## src/rtl/mem_ctrl.sv

```systemverilog
// Byte-serial memory controller: arbitrates IF fetches and MEM loads/stores onto a
// single-port byte-wide RAM, assembling little-endian words and extending loads.
module mem_ctrl #(
  parameter int ADDR_WIDTH = 32
) (
  input  logic                  clk,
  input  logic                  rst,
  input  logic                  rdy_i,
  input  logic                  if_req_i,
  input  logic                  if_flush_i,
  input  logic [ADDR_WIDTH-1:0] if_addr_i,
  output logic [31:0]           if_data_o,
  output logic                  if_done_o,
  input  logic                  mem_req_i,
  input  logic                  mem_wr_i,
  input  logic [ADDR_WIDTH-1:0] mem_addr_i,
  input  logic [31:0]           mem_wdata_i,
  input  logic [1:0]            mem_width_i,
  input  logic                  mem_signed_i,
  output logic [31:0]           mem_rdata_o,
  output logic                  mem_done_o,
  output logic                  busy_o,
  output logic [ADDR_WIDTH-1:0] ram_a_o,
  output logic                  ram_wr_o,
  output logic [7:0]            ram_dout_o,
  input  logic [7:0]            ram_din_i
);

  // Handshake: a requester raises req with stable address/data and holds it until
  // its done pulse; it drops req the cycle after done, so IDLE ignores requests
  // while either done is high.
  localparam logic [1:0] IDLE   = 2'd0;
  localparam logic [1:0] IF_RD  = 2'd1;
  localparam logic [1:0] MEM_RD = 2'd2;
  localparam logic [1:0] MEM_WR = 2'd3;

  logic [1:0]            state_q;
  logic [2:0]            cnt_q;
  logic [2:0]            len_q;
  logic [ADDR_WIDTH-1:0] addr_q;
  logic [31:0]           wdata_q;
  logic [31:0]           buf_q;
  logic [1:0]            width_q;
  logic                  sign_q;

  logic        rd_state;
  logic        presenting;
  logic [31:0] wdata_sh;
  logic [1:0]  byte_idx;
  logic [31:0] next_buf;
  logic [31:0] load_ext;

  function automatic logic [2:0] width_len(input logic [1:0] w);
    case (w)
      2'd0:    width_len = 3'd1;
      2'd1:    width_len = 3'd2;
      default: width_len = 3'd4;
    endcase
  endfunction

  assign rd_state   = (state_q == IF_RD) || (state_q == MEM_RD);
  assign presenting = (rd_state && (cnt_q < len_q)) || (state_q == MEM_WR);
  assign busy_o     = (state_q != IDLE);
  assign wdata_sh   = wdata_q >> {cnt_q[1:0], 3'b000};

  assign ram_a_o    = presenting ? (addr_q + ADDR_WIDTH'(cnt_q)) : '0;
  // Write strobe is gated by stall and reset so a frozen or aborted store never repeats a byte.
  assign ram_wr_o   = (state_q == MEM_WR) && rdy_i && !rst;
  assign ram_dout_o = (state_q == MEM_WR) ? wdata_sh[7:0] : 8'd0;

  // The byte arriving now belongs to the address presented one cycle earlier.
  assign byte_idx = cnt_q[1:0] - 2'd1;

  always_comb begin
    next_buf = buf_q;
    if (cnt_q != 3'd0) next_buf[{byte_idx, 3'b000} +: 8] = ram_din_i;
  end

  always_comb begin
    case (width_q)
      2'd0:    load_ext = {{24{sign_q & next_buf[7]}}, next_buf[7:0]};
      2'd1:    load_ext = {{16{sign_q & next_buf[15]}}, next_buf[15:0]};
      default: load_ext = next_buf;
    endcase
  end

  always_ff @(posedge clk) begin
    if (rst) begin
      state_q     <= IDLE;
      cnt_q       <= 3'd0;
      len_q       <= 3'd0;
      addr_q      <= '0;
      wdata_q     <= 32'd0;
      buf_q       <= 32'd0;
      width_q     <= 2'd0;
      sign_q      <= 1'b0;
      if_data_o   <= 32'd0;
      mem_rdata_o <= 32'd0;
      if_done_o   <= 1'b0;
      mem_done_o  <= 1'b0;
    end else if (rdy_i) begin
      if_done_o  <= 1'b0;
      mem_done_o <= 1'b0;
      case (state_q)
        IDLE: begin
          if (!if_done_o && !mem_done_o) begin
            if (mem_req_i) begin
              state_q <= mem_wr_i ? MEM_WR : MEM_RD;
              addr_q  <= mem_addr_i;
              wdata_q <= mem_wdata_i;
              width_q <= mem_width_i;
              sign_q  <= mem_signed_i;
              len_q   <= width_len(mem_width_i);
              cnt_q   <= 3'd0;
              buf_q   <= 32'd0;
            end else if (if_req_i && !if_flush_i) begin
              state_q <= IF_RD;
              addr_q  <= if_addr_i;
              width_q <= 2'd2;
              sign_q  <= 1'b0;
              len_q   <= 3'd4;
              cnt_q   <= 3'd0;
              buf_q   <= 32'd0;
            end
          end
        end
        IF_RD: begin
          if (if_flush_i) begin
            state_q <= IDLE;
            cnt_q   <= 3'd0;
          end else begin
            buf_q <= next_buf;
            if (cnt_q == len_q) begin
              if_data_o <= next_buf;
              if_done_o <= 1'b1;
              state_q   <= IDLE;
              cnt_q     <= 3'd0;
            end else begin
              cnt_q <= cnt_q + 3'd1;
            end
          end
        end
        MEM_RD: begin
          buf_q <= next_buf;
          if (cnt_q == len_q) begin
            mem_rdata_o <= load_ext;
            mem_done_o  <= 1'b1;
            state_q     <= IDLE;
            cnt_q       <= 3'd0;
          end else begin
            cnt_q <= cnt_q + 3'd1;
          end
        end
        default: begin
          if (cnt_q == len_q - 3'd1) begin
            mem_done_o <= 1'b1;
            state_q    <= IDLE;
            cnt_q      <= 3'd0;
          end else begin
            cnt_q <= cnt_q + 3'd1;
          end
        end
      endcase
    end
  end

endmodule

```

## config.mk

```make
export PLATFORM = sky130hd
export DESIGN_NAME = mem_ctrl
export DESIGN_NICKNAME = d
export VERILOG_FILES = /design/src/rtl/mem_ctrl.sv
export SDC_FILE = /design/constraint.sdc
export NUM_CORES = 1
export LEC_CHECK = 0
export CORE_ASPECT_RATIO = 0.9
export CORE_MARGIN = 3
export CORE_UTILIZATION = 35
export DETAILED_ROUTE_END_ITERATION = 7
export REMOVE_ABC_BUFFERS = 1
export SLEW_MARGIN = 20
export SYNTH_ARGS = -nofsm -noshare
export SYNTH_HDL_FRONTEND = slang
export SYNTH_SLANG_ARGS = --single-unit
```

## constraint.sdc

```tcl
create_clock -name clk -period 3.7 [get_ports clk]
set_input_delay 0.37 -clock clk [delete_from_list [all_inputs] [get_ports clk]]
set_output_delay 0.37 -clock clk [all_outputs]
set_load 0.005 [all_outputs]
```

==> run summary <==
Status -> finished, final reports clean
Number of remaining DRC errors -> 0
Cells after synthesis -> 1033
Vias in the first global route -> 7595
Root buf cell -> clkbuf_16
Top cells by area, synth -> dfxtp_1 41%, nor2_1 7.2%, nand2_1 6.3%
Worst EP arrival -> 3.00 ns
Worst setup endpoint -> ram_a_o[25]
Insertion delay to the later sink of the worst-skew pair -> 0.43 ns
RR Startpoint -> cnt_q[0]
Critical Path RT -> 3.33 ns
# port buffers -> 221
Post-synth EDFFs -> 0
Worst hold margin -> 0.4194 ns
Final Hold Vio Count -> 0
Peak supply drop -> 0.0002964 V
Reg2reg path depth -> 8
Global-route wire length before repair -> 40370 um
Avg WL per Cell -> 16.26 um
Slew Limit Fails -> 0
Final Skew -> 0.01550 ns
FF-to-FF setup slack -> 0.82 ns
Final setup TNS -> 0 ns
Post-synth top area share -> 40.89%
FF-to-FF End -> mem_rdata_o[18]
Clock transition time at the flip-flop clock pins of the worst setup and hold paths -> 0.08 ns
# hold bufs at CTS -> 0
Ant. Diodes -> 0
Yosys top cell by area -> dfxtp_1
Hold Crit Class -> input port to register
Largest net degree at the start of global routing -> 89
Slew @ Worst Pin -> 1.091 ns
Initial DRC count -> 469
RSZ-0062 raised after global routing -> false
Setup ws final -> 0.3315 ns
Number of synthesis warnings -> 0
Register bit count reported by yosys -> 173
Placed instance count -> 1501
Critical Path Source Type -> register
Clk buf depth -> 2
Pre-CTS WS -> 0.8042 ns
Final setup viols -> 0
CP Capture Type -> output port
Levels on crit path -> 7
Finished Core Util -> 48.73%
Layout cells sized above 1 -> 7.799%
Area of the core -> 0.02361 mm^2
Post-CTS Setup Bufs -> 0
Leakage -> 3.972 nW
Starting Density -> 35.88%
CTS sink count -> 173
Post-route insts no fill -> 1533
GRT overflow -> 0
Pre-antenna DRT Iters -> 5
Fin crit period -> 3.368 ns
Routability cong. -> 0.7988
Crit path largest cell delay -> 0.53 ns
Final period util -> 91.04%
CTS tree -> done
Slew margin rel. -> 27.10%
Pwr Density -> 387.4 mW/mm^2
Mean post-synth cell area -> 8.200 um^2
Cell Rows -> 53
Max-cap violations -> 0
Total CTS buffers -> 17
Async set-reset flop share out of synthesis -> 0%
Die Y -> 153.6 um
Final WL -> 24930 um
FMAX -> 296.9 MHz
DP HPWL -> 17750 um
Bufs and invs on worst path -> 1
Post-synthesis sequential area ratio -> 40.89%
Critical-path cell list -> ha_1 > nand3_1 > nand2_1 > nand4b_1 > or3_1 > a21oi_1 > clkdlybuf4s50_1
Slowest CP cell -> clkdlybuf4s50_1
Quantity of gates resized following cts -> 0
Layout Nets -> 1350
Initial antenna violation count -> 0
Die area -> 0.02611 mm^2
CP delay by family, top -> simple AND/OR/NAND/NOR gates
ANT nets after route -> 0
DR vias/cell -> 5.124
CP startpoint -> cnt_q[2]
CP max FO -> 9
Via count -> 7855
Area grow syn2layout -> 35.80%
H-tree depth -> 4
Synth Flop Type -> dfxtp_1
Count of different cell masters after synthesis -> 52
Syn Std Cell Area -> 0.008471 mm^2
Die width -> 170.0 um
Critical path class -> register to output port
GR Util All Layers -> 19.05%
IO Count -> 222
-- how the worst min path moves through the flow --
stage | slack [ns] | end | start | cells past startpoint
after floorplan | 0.42 | buf_q[10] | buf_q[10] | 2
after global placement | 0.43 | buf_q[19] | buf_q[19] | 2
after detailed placement | 0.44 | buf_q[20] | buf_q[20] | 2
after CTS | 0.43 | len_q[0] | rst | 2
after global routing | 0.45 | wdata_q[26] | rst | 2
final | 0.42 | wdata_q[10] | rst | 2
-- synth_stat cells (all sizes together) (11+ instances only) --
cell,number
a211oi,77
a21oi,81
and3,17
buf,16
clkbuf,61
dfxtp,173
ha,17
inv,13
mux2i,44
nand2,143
nand2b,14
nand3,33
nand3b,11
nand4,12
nor2,164
nor3,25
o21ai,19
xor2,18
-- per-stage QoR --
stage,area (um^2),power (mW)
floorplan,8160,2.356
global placement,10920,2.724
detailed placement,10920,2.731
CTS,11500,4.505
global route,11500,4.650
finish,11500,4.456
-- sequential cells by signal, summed over array words and instances (netlist names) --
register and cells:
sign_q 1, state_q 2, cnt_q 3, wdata_q 32
mem_rdata_o 32, mem_done_o 1, width_q 2, if_data_o 32
if_done_o 1, addr_q 32, len_q 3, buf_q 32
-- cell usage in the layout, fill, tap and decap left out, types with 2 or more instances in the layout --
| master | instances |
|---|---|
| nand3_1 | 33 |
| nand2_1 | 143 |
| buf_4 | 22 |
| xor2_1 | 18 |
| inv_6 | 5 |
| nand4_1 | 12 |
| clkinv_4 | 2 |
| and4_1 | 3 |
| o21ai_0 | 19 |
| mux4_2 | 8 |
| mux2_2 | 10 |
| o41ai_1 | 3 |
| xnor2_1 | 10 |
| a211oi_1 | 66 |
| a211oi_2 | 11 |
| dfxtp_1 | 173 |
| nor3_1 | 24 |
| o31ai_1 | 6 |
| inv_8 | 5 |
| and2_1 | 10 |
| and3_1 | 17 |
| nand3b_1 | 11 |
| a32o_1 | 6 |
| clkbuf_16 | 17 |
| or2_2 | 3 |
| a21oi_1 | 81 |
| inv_1 | 13 |
| clkdlybuf4s50_1 | 219 |
| nor2_1 | 163 |
| ha_1 | 17 |
| a31oi_1 | 2 |
| nor2b_1 | 9 |
| nand2b_1 | 14 |
| nand4b_1 | 2 |
| or3_1 | 5 |
| mux2i_1 | 44 |
-- routing by layer --
layer  track usage, %  routed length [um]
met5                0                   0
met4            3.940                 265
met3            5.296                1571
met2            30.38               11360
met1            25.96               11730
-- worst register-to-register path, stage by stage (launching register included) --
cell and delay [ns]:
dfxtp_1 0.45, buf_4 0.25, ha_1 0.31, clkinv_1 0.26, nor2_4 0.36, mux2_2 0.41
a311oi_2 0.25, buf_4 0.31, a211oi_1 0.13
-- cell type report --
class                           instances  area, um^2
Clock inverter                         14       141.4
Multi-Input combinational cell        769        4656
Inverter                               14       52.55
Clock buffer                           18       439.2
Sequential cell                       173        3463
Fill cell                            2337       12100
Tap cell                              302       377.9
Timing Repair Buffer                  243        2374
-- cell families after synthesis --
logic type,count (synthesis),share of synthesized area [%]
and+or+nand+nor,455,24.25
xor gates and xnor gates,28,2.895
buffers and inverters,91,4.284
muxes,62,8.656
DFF,173,40.89
AOI/OAI and AO/OA,206,16.28
adders and majority gates,18,2.747
-- power breakdown --
part	leakage, nW	switching, mW	total (mW)	internal, mW
logic	2.28	0.347	0.662	0.315
registers	1.41	0.0717	2.02	1.95
clock network	0.285	0.853	1.77	0.920
(Power assumes the default switching activity.)
